<file path="src/rtl/aemb_wbarb_if.sv">
// aemb_wbarb_if: three-master and external WISHBONE signal bundle for the aeMB bus arbiter
interface aemb_wbarb_if #(parameter int ASIZ = 32);
  logic [ASIZ-1:0] iwb_adr_i, dwb_adr_i, xwb_adr_i, wb_adr_o;
  logic [31:0] iwb_dat_o, dwb_dat_i, dwb_dat_o, xwb_dat_i, xwb_dat_o, wb_dat_o, wb_dat_i;
  logic [3:0] dwb_sel_i, xwb_sel_i, wb_sel_o;
  logic iwb_stb_i, iwb_ack_o, dwb_we_i, dwb_stb_i, dwb_ack_o, xwb_we_i, xwb_stb_i, xwb_ack_o;
  logic wb_stb_o, wb_wre_o, wb_ack_i, wb_tmo_o;
  logic [1:0] gnt_o;
  modport master (
    input iwb_adr_i, iwb_stb_i, dwb_adr_i, dwb_dat_i, dwb_sel_i, dwb_we_i, dwb_stb_i,
          xwb_adr_i, xwb_dat_i, xwb_sel_i, xwb_we_i, xwb_stb_i, wb_dat_i, wb_ack_i,
    output iwb_ack_o, iwb_dat_o, dwb_ack_o, dwb_dat_o, xwb_ack_o, xwb_dat_o,
           wb_adr_o, wb_dat_o, wb_sel_o, wb_stb_o, wb_wre_o, wb_tmo_o, gnt_o
  );
  modport slave (
    output iwb_adr_i, iwb_stb_i, dwb_adr_i, dwb_dat_i, dwb_sel_i, dwb_we_i, dwb_stb_i,
           xwb_adr_i, xwb_dat_i, xwb_sel_i, xwb_we_i, xwb_stb_i, wb_dat_i, wb_ack_i,
    input iwb_ack_o, iwb_dat_o, dwb_ack_o, dwb_dat_o, xwb_ack_o, xwb_dat_o,
          wb_adr_o, wb_dat_o, wb_sel_o, wb_stb_o, wb_wre_o, wb_tmo_o, gnt_o
  );
endinterface

</file>
<file path="src/rtl/aemb_wbarb.sv">
// aemb_wbarb: round-robin three-master WISHBONE arbiter with a bus watchdog
module aemb_wbarb #(
  parameter int ASIZ = 32,
  parameter int TMOW = 8,
  parameter int TMO = 255
) (
  input logic sys_clk_i,
  input logic sys_rst_i,
  aemb_wbarb_if.master bus
);
  typedef enum logic [1:0] {IDLE, BUSY, RETIRE} state_t;
  state_t state;
  logic [TMOW-1:0] wdt;
  logic [2:0] req;
  logic [1:0] c1, c2, win;
  logic [ASIZ-1:0] adr;
  logic [31:0] dat, rsp;
  logic [3:0] sel;
  logic we, done;
  always_comb begin
    req = {bus.xwb_stb_i, bus.dwb_stb_i, bus.iwb_stb_i};
    c1 = bus.gnt_o == 2'd0 ? 2'd1 : bus.gnt_o == 2'd1 ? 2'd2 : 2'd0;
    c2 = c1 == 2'd0 ? 2'd1 : c1 == 2'd1 ? 2'd2 : 2'd0;
    win = req[c1] ? c1 : req[c2] ? c2 : bus.gnt_o;
    adr = win == 2'd0 ? bus.iwb_adr_i : win == 2'd1 ? bus.dwb_adr_i : bus.xwb_adr_i;
    dat = win == 2'd0 ? 32'd0 : win == 2'd1 ? bus.dwb_dat_i : bus.xwb_dat_i;
    sel = win == 2'd0 ? 4'hF : win == 2'd1 ? bus.dwb_sel_i : bus.xwb_sel_i;
    we = win == 2'd1 ? bus.dwb_we_i : (win == 2'd2) && bus.xwb_we_i;
    // an ack arriving on the watchdog's last cycle still delivers real data
    done = bus.wb_ack_i || wdt == TMOW'(TMO);
    rsp = bus.wb_ack_i ? bus.wb_dat_i : 32'hDEADBEEF;
  end
  always_ff @(posedge sys_clk_i) begin
    if (sys_rst_i) begin
      state <= IDLE;
      wdt <= '0;
      bus.gnt_o <= 2'd2;
      bus.iwb_ack_o <= 1'b0;
      bus.dwb_ack_o <= 1'b0;
      bus.xwb_ack_o <= 1'b0;
      bus.iwb_dat_o <= '0;
      bus.dwb_dat_o <= '0;
      bus.xwb_dat_o <= '0;
      bus.wb_stb_o <= 1'b0;
      bus.wb_wre_o <= 1'b0;
      bus.wb_adr_o <= '0;
      bus.wb_dat_o <= '0;
      bus.wb_sel_o <= '0;
      bus.wb_tmo_o <= 1'b0;
    end else begin
      bus.iwb_ack_o <= 1'b0;
      bus.dwb_ack_o <= 1'b0;
      bus.xwb_ack_o <= 1'b0;
      case (state)
        IDLE: if (|req) begin
          state <= BUSY;
          wdt <= '0;
          bus.gnt_o <= win;
          bus.wb_adr_o <= adr;
          bus.wb_dat_o <= dat;
          bus.wb_sel_o <= sel;
          bus.wb_wre_o <= we;
          bus.wb_stb_o <= 1'b1;
        end
        BUSY: if (done) begin
          state <= RETIRE;
          wdt <= '0;
          bus.wb_stb_o <= 1'b0;
          bus.wb_wre_o <= 1'b0;
          if (!bus.wb_ack_i) bus.wb_tmo_o <= 1'b1;
          if (bus.gnt_o == 2'd0) begin
            bus.iwb_dat_o <= rsp;
            bus.iwb_ack_o <= 1'b1;
          end
          if (bus.gnt_o == 2'd1) begin
            bus.dwb_dat_o <= rsp;
            bus.dwb_ack_o <= 1'b1;
          end
          if (bus.gnt_o == 2'd2) begin
            bus.xwb_dat_o <= rsp;
            bus.xwb_ack_o <= 1'b1;
          end
        end else wdt <= wdt + TMOW'(1);
        default: state <= IDLE;
      endcase
    end
  end
endmodule

</file>
<file path="src/flat_wrapper.sv">
// flat-port wrapper written by rule: the top's interface ports become plain ports
module aemb_wbarb_flat 
#(
  parameter int ASIZ = 32,
  parameter int TMOW = 8,
  parameter int TMO = 255
)
  (sys_clk_i, sys_rst_i, bus_iwb_adr_i, bus_iwb_stb_i, bus_dwb_adr_i, bus_dwb_dat_i, bus_dwb_sel_i, bus_dwb_we_i, bus_dwb_stb_i, bus_xwb_adr_i, bus_xwb_dat_i, bus_xwb_sel_i, bus_xwb_we_i, bus_xwb_stb_i, bus_wb_dat_i, bus_wb_ack_i, bus_iwb_ack_o, bus_iwb_dat_o, bus_dwb_ack_o, bus_dwb_dat_o, bus_xwb_ack_o, bus_xwb_dat_o, bus_wb_adr_o, bus_wb_dat_o, bus_wb_sel_o, bus_wb_stb_o, bus_wb_wre_o, bus_wb_tmo_o, bus_gnt_o);
  aemb_wbarb_if #(.ASIZ(ASIZ)) bus_i ();
  input logic sys_clk_i;
  input logic sys_rst_i;
  input wire logic [$bits(bus_i.iwb_adr_i)-1:0] bus_iwb_adr_i;
  input wire logic [$bits(bus_i.iwb_stb_i)-1:0] bus_iwb_stb_i;
  input wire logic [$bits(bus_i.dwb_adr_i)-1:0] bus_dwb_adr_i;
  input wire logic [$bits(bus_i.dwb_dat_i)-1:0] bus_dwb_dat_i;
  input wire logic [$bits(bus_i.dwb_sel_i)-1:0] bus_dwb_sel_i;
  input wire logic [$bits(bus_i.dwb_we_i)-1:0] bus_dwb_we_i;
  input wire logic [$bits(bus_i.dwb_stb_i)-1:0] bus_dwb_stb_i;
  input wire logic [$bits(bus_i.xwb_adr_i)-1:0] bus_xwb_adr_i;
  input wire logic [$bits(bus_i.xwb_dat_i)-1:0] bus_xwb_dat_i;
  input wire logic [$bits(bus_i.xwb_sel_i)-1:0] bus_xwb_sel_i;
  input wire logic [$bits(bus_i.xwb_we_i)-1:0] bus_xwb_we_i;
  input wire logic [$bits(bus_i.xwb_stb_i)-1:0] bus_xwb_stb_i;
  input wire logic [$bits(bus_i.wb_dat_i)-1:0] bus_wb_dat_i;
  input wire logic [$bits(bus_i.wb_ack_i)-1:0] bus_wb_ack_i;
  output wire logic [$bits(bus_i.iwb_ack_o)-1:0] bus_iwb_ack_o;
  output wire logic [$bits(bus_i.iwb_dat_o)-1:0] bus_iwb_dat_o;
  output wire logic [$bits(bus_i.dwb_ack_o)-1:0] bus_dwb_ack_o;
  output wire logic [$bits(bus_i.dwb_dat_o)-1:0] bus_dwb_dat_o;
  output wire logic [$bits(bus_i.xwb_ack_o)-1:0] bus_xwb_ack_o;
  output wire logic [$bits(bus_i.xwb_dat_o)-1:0] bus_xwb_dat_o;
  output wire logic [$bits(bus_i.wb_adr_o)-1:0] bus_wb_adr_o;
  output wire logic [$bits(bus_i.wb_dat_o)-1:0] bus_wb_dat_o;
  output wire logic [$bits(bus_i.wb_sel_o)-1:0] bus_wb_sel_o;
  output wire logic [$bits(bus_i.wb_stb_o)-1:0] bus_wb_stb_o;
  output wire logic [$bits(bus_i.wb_wre_o)-1:0] bus_wb_wre_o;
  output wire logic [$bits(bus_i.wb_tmo_o)-1:0] bus_wb_tmo_o;
  output wire logic [$bits(bus_i.gnt_o)-1:0] bus_gnt_o;
  assign bus_i.iwb_adr_i = bus_iwb_adr_i;
  assign bus_i.iwb_stb_i = bus_iwb_stb_i;
  assign bus_i.dwb_adr_i = bus_dwb_adr_i;
  assign bus_i.dwb_dat_i = bus_dwb_dat_i;
  assign bus_i.dwb_sel_i = bus_dwb_sel_i;
  assign bus_i.dwb_we_i = bus_dwb_we_i;
  assign bus_i.dwb_stb_i = bus_dwb_stb_i;
  assign bus_i.xwb_adr_i = bus_xwb_adr_i;
  assign bus_i.xwb_dat_i = bus_xwb_dat_i;
  assign bus_i.xwb_sel_i = bus_xwb_sel_i;
  assign bus_i.xwb_we_i = bus_xwb_we_i;
  assign bus_i.xwb_stb_i = bus_xwb_stb_i;
  assign bus_i.wb_dat_i = bus_wb_dat_i;
  assign bus_i.wb_ack_i = bus_wb_ack_i;
  assign bus_iwb_ack_o = bus_i.iwb_ack_o;
  assign bus_iwb_dat_o = bus_i.iwb_dat_o;
  assign bus_dwb_ack_o = bus_i.dwb_ack_o;
  assign bus_dwb_dat_o = bus_i.dwb_dat_o;
  assign bus_xwb_ack_o = bus_i.xwb_ack_o;
  assign bus_xwb_dat_o = bus_i.xwb_dat_o;
  assign bus_wb_adr_o = bus_i.wb_adr_o;
  assign bus_wb_dat_o = bus_i.wb_dat_o;
  assign bus_wb_sel_o = bus_i.wb_sel_o;
  assign bus_wb_stb_o = bus_i.wb_stb_o;
  assign bus_wb_wre_o = bus_i.wb_wre_o;
  assign bus_wb_tmo_o = bus_i.wb_tmo_o;
  assign bus_gnt_o = bus_i.gnt_o;
  aemb_wbarb #(.ASIZ(ASIZ), .TMOW(TMOW), .TMO(TMO)) u_core (.sys_clk_i(sys_clk_i), .sys_rst_i(sys_rst_i), .bus(bus_i));
endmodule
</file>
<file path="config.mk">
export PLATFORM = sky130hd
export DESIGN_NAME = aemb_wbarb_flat
export DESIGN_NICKNAME = d
export VERILOG_FILES = /design/src/rtl/aemb_wbarb_if.sv /design/src/rtl/aemb_wbarb.sv /design/src/flat_wrapper.sv
export SDC_FILE = /design/constraint.sdc
export NUM_CORES = 1
export LEC_CHECK = 0
export BUFFER_PORTS_ARGS = -buffer_cell sky130_fd_sc_hd__buf_2
export CORE_AREA = 2 2 146 148
export CTS_CLUSTER_SIZE = 40
export DETAILED_ROUTE_END_ITERATION = 16
export DIE_AREA = 0 0 148 150
export PLACE_DENSITY_LB_ADDON = 0.15
export SLEW_MARGIN = 0
export SYNTH_ARGS = -nofsm -noshare
export SYNTH_HDL_FRONTEND = slang
export SYNTH_SLANG_ARGS = --single-unit
</file>
<file path="constraint.sdc">
create_clock -name sys_clk_i -period 1.6 [get_ports sys_clk_i]
set_clock_uncertainty 0.05 [all_clocks]
set_input_delay 0.16 -clock sys_clk_i [delete_from_list [all_inputs] [get_ports sys_clk_i]]
set_output_delay 0.16 -clock sys_clk_i [all_outputs]
set_load 0.005 [all_outputs]
</file>
==> results of run 1 <==
==> cell usage in the layout (no fill, tap or decap), drive strengths merged, types with 2 or more instances in the layout <==
master	instances
clkbuf	29
nand3	22
o31ai	2
o21ai	37
a211oi	73
nor2	133
bufinv	2
dfxtp	182
and3	3
dlygate4sd3	24
a21oi	95
nand2b	2
diode	7
nand2	90
nand4b	2
a221oi	32
a21o	32
nor3	35
a31oi	2
buf	472
or3	3
clkinv	5
bufbuf	2
nor2b	27
o221ai	4
inv	8
a32oi	8
==> power by group through the flow <==
stage	Combinational (mW)	Sequential, mW	Clock [mW]
global placement	2.56	5.12	0
finish	3.10	5.04	4.50
global route	3.38	5.08	4.77
floorplan	1.29	5.17	0
CTS	2.83	5.03	4.58
detailed placement	2.57	5.13	0
==> logic make-up (layout without fill, tap and decap cells) <==
group                      Yosys count  count (layout)  share of synthesized area (%)
AOI/OAI and AO/OA                  292             292                           27.4
adders and majority gates            1               1                          0.164
and+or+nand+nor                    326             326                           19.2
buffers and inverters               82             543                           5.31
DFF                                182             182                           47.9
other                                0               7                              0
==> flip-flops by register name, summed over array words and instances, names as in the netlist, 2 cells and up <==
name / flops
u_core.bus.xwb_dat_o: 32
u_core.bus.iwb_dat_o: 32
u_core.bus.gnt_o: 2
u_core.wdt: 8
u_core.bus.wb_adr_o: 32
u_core.bus.dwb_dat_o: 32
u_core.bus.wb_dat_o: 32
u_core.bus.wb_sel_o: 4
u_core.state: 2
==> metrics by stage <==
| stage | TNS (ns) | area (um2) | instances | total power [mW] |
|---|---|---|---|---|
| finish | -3.79 | 12400 | 1626 | 12.6 |
| detailed placement | -5.92 | 10400 | 1538 | 7.70 |
| CTS | -1.49 | 11600 | 1601 | 12.4 |
| global route | -15.37 | 12300 | 1624 | 13.2 |
| global placement | -2.51 | 10400 | 1538 | 7.68 |
| floorplan | -0.0416 | 7670 | 883 | 6.46 |
==> worst max path at each step <==
stage	slack, ns	cells after the start	startpoint	to
floorplan	-0.02	9	u_core.state[0]$_SDFFE_PP0P_	u_core.bus.xwb_dat_o[7]$_SDFFE_PP0P_
global placement	-0.07	6	u_core.bus.gnt_o[0]$_SDFFE_PP0P_	u_core.bus.wb_sel_o[2]$_SDFFE_PP0P_
detailed placement	-0.11	7	u_core.state[0]$_SDFFE_PP0P_	u_core.bus.xwb_dat_o[4]$_SDFFE_PP0P_
CTS	-0.05	7	u_core.bus.gnt_o[0]$_SDFFE_PP0P_	u_core.bus.wb_dat_o[3]$_SDFFE_PP0P_
global route	-0.16	6	u_core.bus.gnt_o[1]$_SDFFE_PP1P_	u_core.bus.wb_dat_o[23]$_SDFFE_PP0P_
finish	-0.10	8	u_core.wdt[1]$_SDFFE_PP0P_	u_core.bus.dwb_dat_o[1]$_SDFFE_PP0P_
==> per-layer routing <==
metal | track usage (%) | wire length [um]
met5 | 0 | 11
met4 | 7.95 | 456
met3 | 7.47 | 2230
met2 | 38.5 | 14400
met1 | 28.9 | 12000
==> critical path: stages (launching register included) <==
cell and delay [ns]:
dfxtp_2 0.35, ha_4 0.15, nand3_4 0.08, o21bai_4 0.15
and4b_2 0.29, buf_12 0.15, clkbuf_16 0.17, nor2_1 0.05
a211oi_1 0.18
==> final cells by class <==
cell class,count,area [um2],area share (%)
multi-input combinational,619,4160,33.7
clock buffer,17,425,3.44
timing repair buffer,510,3540,28.6
sequential,182,3660,29.6
antenna,7,17.5,0.142
clock inverter,15,206,1.67
tap,275,344,2.79
inverter,1,3.75,0.0304
==> repair_timing <==
action                                  CTS  global route
resized for setup                        37            85
endpoints found under the setup margin  142           170
pin swaps                                 8            24
hold endpoints to repair                 36             0
hold buffers                             24             0
buffers inserted                          3             3
cloned                                    4            15
==> qor.yml, run 1 <==
cts:
  cts_buffers: 17
  clock_path_buffers: 2
  cts_max_level: 4
  clk-insertion-delay-late_ns: 0.43
  clock-sinks: 182
  cts_root_buf: "clkbuf_16"
  cts_tree: "yes"
  path_clk_slew_ns: 0.08
global_route:
  grt-ovfl-total: 0
  grt_max_degree: 52
  grt_pass1_vias: 7696
  grt_usage_pct: 23.4
  grt_pass1_wl_mm: 41.1
  grt_antenna_before_repair: 7
sta:
  clock.fmax_ghz: 0.587
  setup_violations: 118
  hold_viol: 0
  worst_pin_slew_ns: 0.548
  min_period_over_period_pct: 106
  finalMaxSlewViolations: 0
  min_period_ns: 1.70
  setup_ws_ns: -0.102
  slew_headroom_pct: 63.5
  hold_slack_ns: 0.00462
  rsz0062_at_grt: "true"
hold_path:
  hold_path_depth: 3
  hold_start: "bus_xwb_dat_i[17]"
  min_path_type: "primary input to register"
  holdPathEnd: "u_core.bus.wb_dat_o[17]$_SDFFE_PP0P_"
final_layout:
  final_core_util_pct: 59.7
  drive_gt1_share_pct: 49.7
  nets: 1540
  fill_cells: 1927
  syn2layout_area_growth_pct: 62.3
worst_setup_path:
  ff2ff_path_depth: 8
  start_kind: "register"
  cp.arrival_ns: 2.00
  worst_ep_required_time_ns: 1.90
  timing.rr.end: "u_core.bus.dwb_dat_o[1]$_SDFFE_PP0P_"
  r2r_setup_slack_ns: -0.10
  crit_fanout: 11
  crit_type: "register to register"
  end_kind: "register"
  r2r_start: "u_core.wdt[1]$_SDFFE_PP0P_"
logic_synthesis:
  ys.flop_type: "dfxtp_1"
  synth_top_area_cell: "dfxtp_1"
  yosys.cell_types.count: 47
  syn_area_mm2: 0.00761
  synth_warnings: 0
  synth-edff-count: 0
  syn_inst: 883
  synth.most_common_cell: "dfxtp_1"
  syn_nets: 1092
  synth_common_cells: "182 x dfxtp_1, 122 x nor2_1, 95 x a21oi_1"
  synthArstFlopShare_pct: 0
  syn_area_per_cell_um2: 8.62
  synth_top_area_share_pct: 47.9
  synth_area_leaders: "dfxtp_1 48%, a21oi_1 6.2%, nor2_1 6.0%, a211oi_2 4.9%, nand2_1 4.4%"
  seq_area_frac_synth_pct: 47.9
  ys_seq_elements: 182
drt:
  drt-initial-drc-count: 311
  viasPerCell: 5.13
  antenna_left: 0
  drc_errors: 0
  vias: 8347
  routed_wl_mm: 29.1
  firstDrtPassIters: 5
  wl_per_cell_um: 17.9
floorplanning:
  dieArea_mm2: 0.0222
  num_rows: 53
  die_w_um: 148
  ios: 380
  die_y_um: 150
  start_util_pct: 36.8
  core_area_mm2: 0.0207
outcome:
  violations: "negative setup slack"
  outcome: "finished with violations"
power:
  p_clk_share_pct: 35.6
  power_density_mw_per_mm2: 1020
  intPower_mw: 8.80
  switchingPower_mw: 3.84
  leakage_nw: 5.50
  p_seq_share_pct: 39.9
  p_sw_share_pct: 30.4
  pwr-share-comb_pct: 24.6
  vdd.ir_drop.worst_v: 0.000736
placed_design:
  dpl.hpwl_mm: 18.7
  port_buffers: 379
  gp_congestion: 0.820
  post-place-ws_ns: -0.109
job:
  drv_cap: 0
Note: power is estimated with default switching activity, not from simulation.
==> inputs of run 2 (changes only) <==
Settings changed: PLACE_DENSITY from default to 0.64, PLACE_DENSITY_LB_ADDON 0.15 to default.
Clock period 1.6 ns to 1.9 ns, I/O delays scaled along.
==> run 2 against run 1 <==
Net effect: the flow now finishes without violations; clock-buffer cell count stayed put; hold slack improved by 0.020 ns; sequential power down 16%; via count decreased by 5.7%; worst setup slack improved by 0.20 ns; critical path depth shrank 1; final cell count fell by 5.4%; critical path type unchanged; largest cell class is now registers; largest power group unchanged.
==> qor.yml, run 2 (synthesized netlist as in run 1, its figures left out) <==
floorplanning:
  dieArea_mm2: 0.0222  # unchanged
  core_area_mm2: 0.0207  # unchanged
  num_rows: 53  # unchanged
  die_w_um: 148  # unchanged
  start_util_pct: 36.8  # unchanged
  ios: 380  # unchanged
  die_y_um: 150  # unchanged
sta:
  hold_slack_ns: 0.0244  # +0.0198 ns
  setup_violations: 0  # -100%
  slew_headroom_pct: 65.2  # +1.8 points
  setup_tns_ns: 0  # +3.79 ns
  setup_ws_ns: 0.0956  # +0.198 ns
  min_period_over_period_pct: 95.0  # -11 points
  hold_viol: 0  # unchanged
  min_period_ns: 1.80  # +0.102 ns
  worst_pin_slew_ns: 0.518  # -0.0299 ns
  finalMaxSlewViolations: 0  # unchanged
  clock.fmax_ghz: 0.554  # -5.7%
final_layout:
  nets: 1454  # -5.6%
  syn2layout_area_growth_pct: 40.6
  drive_gt1_share_pct: 40.5  # -9.2 points
  final_area_mm2: 0.0107  # -13%
  mostFrequentLayoutCells: "378 x buf_2, 181 x dfxtp_1, 121 x nor2_1"
  final_common_cell: "buf_2"
cts:
  cts_root_buf: "clkbuf_16"
  cts_max_level: 4  # unchanged
  clock_path_buffers: 2  # unchanged
  path_clk_slew_ns: 0.08  # about the same
  cts_tree: "yes"
  cts_buffers: 17  # unchanged
  clock-sinks: 182  # unchanged
  clk-insertion-delay-late_ns: 0.42  # about the same
placed_design:
  post_dp_cell_area_mm2: 0.00994  # -4.4%
  port_buffers: 379  # unchanged
  post-place-ws_ns: 0.0233  # +0.132 ns
  gp_congestion: 0.833  # +1.5%
  dpl.hpwl_mm: 19.1  # +2.0%
worst_setup_path:
  cp.arrival_ns: 2.04  # +0.04 ns
  ff2ff_path_depth: 7  # -1
  crit_type: "register to register"
  worst_ep_required_time_ns: 2.14  # +0.24 ns
  crit_fanout: 22  # +11
  end_kind: "register"
  slowest_stage: "dfxtp_1"
  cpPeakStageDelay_ns: 0.35  # about the same
  start_kind: "register"
  path_cells: "ha_2 > nand3_2 > o21bai_4 > and4b_2 > buf_4 > clkbuf_16 > a211oi_1"
drt:
  vias: 7871  # -5.7%
  drc_errors: 0  # unchanged
  viasPerCell: 5.12  # -0.31%
  antenna_left: 0  # unchanged
  drt-initial-drc-count: 329  # +5.8%
  firstDrtPassIters: 4  # -1
  routed_wl_mm: 26.7  # -8.2%
  wl_per_cell_um: 17.4  # -3.0%
global_route:
  grt_pass1_wl_mm: 40.4  # -1.8%
  grt_antenna_before_repair: 8  # +1
  grt_pass1_vias: 7453  # -3.2%
  grt_max_degree: 67  # +29%
  grt_usage_pct: 22.9  # -0.43 points
  grt-ovfl-total: 0  # unchanged
hold_path:
  hold_path_depth: 3  # unchanged
  min_path_type: "primary input to register"
outcome:
  outcome: "complete, no violations"
power:
  power_density_mw_per_mm2: 919  # -10%
  vdd.ir_drop.worst_v: 0.000596  # -19%
  leakage_nw: 4.79  # -13%
job:
  drv_cap: 0  # unchanged
## run 2: final timing paths
check | startpoint | to | slack, ns
hold reg to reg | u_core.bus.wb_adr_o[5]$_SDFFE_PP0P_ | u_core.bus.wb_adr_o[5]$_SDFFE_PP0P_ | 0.40
setup / recovery | u_core.wdt[0]$_SDFFE_PP0P_ | u_core.bus.dwb_dat_o[28]$_SDFFE_PP0P_ | 0.1
setup reg to reg | u_core.wdt[0]$_SDFFE_PP0P_ | u_core.bus.dwb_dat_o[28]$_SDFFE_PP0P_ | 0.1
hold / removal | bus_wb_dat_i[14] | u_core.bus.iwb_dat_o[14]$_SDFFE_PP0P_ | 0.02
## run 2: cell type report
class	instances	area, um2
clock inverters	15	168
clock buffers	17	425
repair buffers	424	2450
inverters	1	3.75
multi-input cells	619	3640
flip-flops and latches	182	3640
fillers	2065	9990
well taps	275	344
diodes	5	12.5
## run 2: metal layers
| layer | GRT usage [%] | up-vias | wire length, um |
|---|---|---|---|
| li1 | - | 3880 | - |
| met2 | 38.0 | 297 | 13000 |
| met5 | 0 | - | 38 |
| met3 | 6.71 | 46 | 2070 |
| met1 | 28.3 | 3642 | 11000 |
| met4 | 8.57 | 6 | 688 |
## run 2: where the power goes
group	internal [mW]	switching [mW]	leakage, nW
clock	1.79	1.75	0.289
sequential	4.09	0.146	1.49
combinational	0.919	1.13	3.01
## run 2: critical path: cells and delay by family (launching register included)
kind	cells	cell delay [ns]
flip-flops	1	0.35
AO/OA/AOI/OAI	2	0.26
adder cells (fa/ha/maj)	1	0.22
AND/OR/NAND/NOR	2	0.44
buffers and inverters	2	0.35
## run 2: repair_timing
item                       CTS  global route
pin swaps                    1             1
gates cloned                 0             1
hold endpoints to repair     9             0
setup endpoints to repair    1            67
buffers inserted             0             1
hold buffers                 7             0
resized for setup            0            11
## run 2: stage by stage
step	std cells	power [mW]	util, %
after floorplan	883	5.42	-
after global placement	1492	6.33	48.0
after detailed placement	1492	6.35	48.0
after CTS	1531	9.93	51.2
after global routing	1538	10.3	51.7
final	1538	9.83	51.7
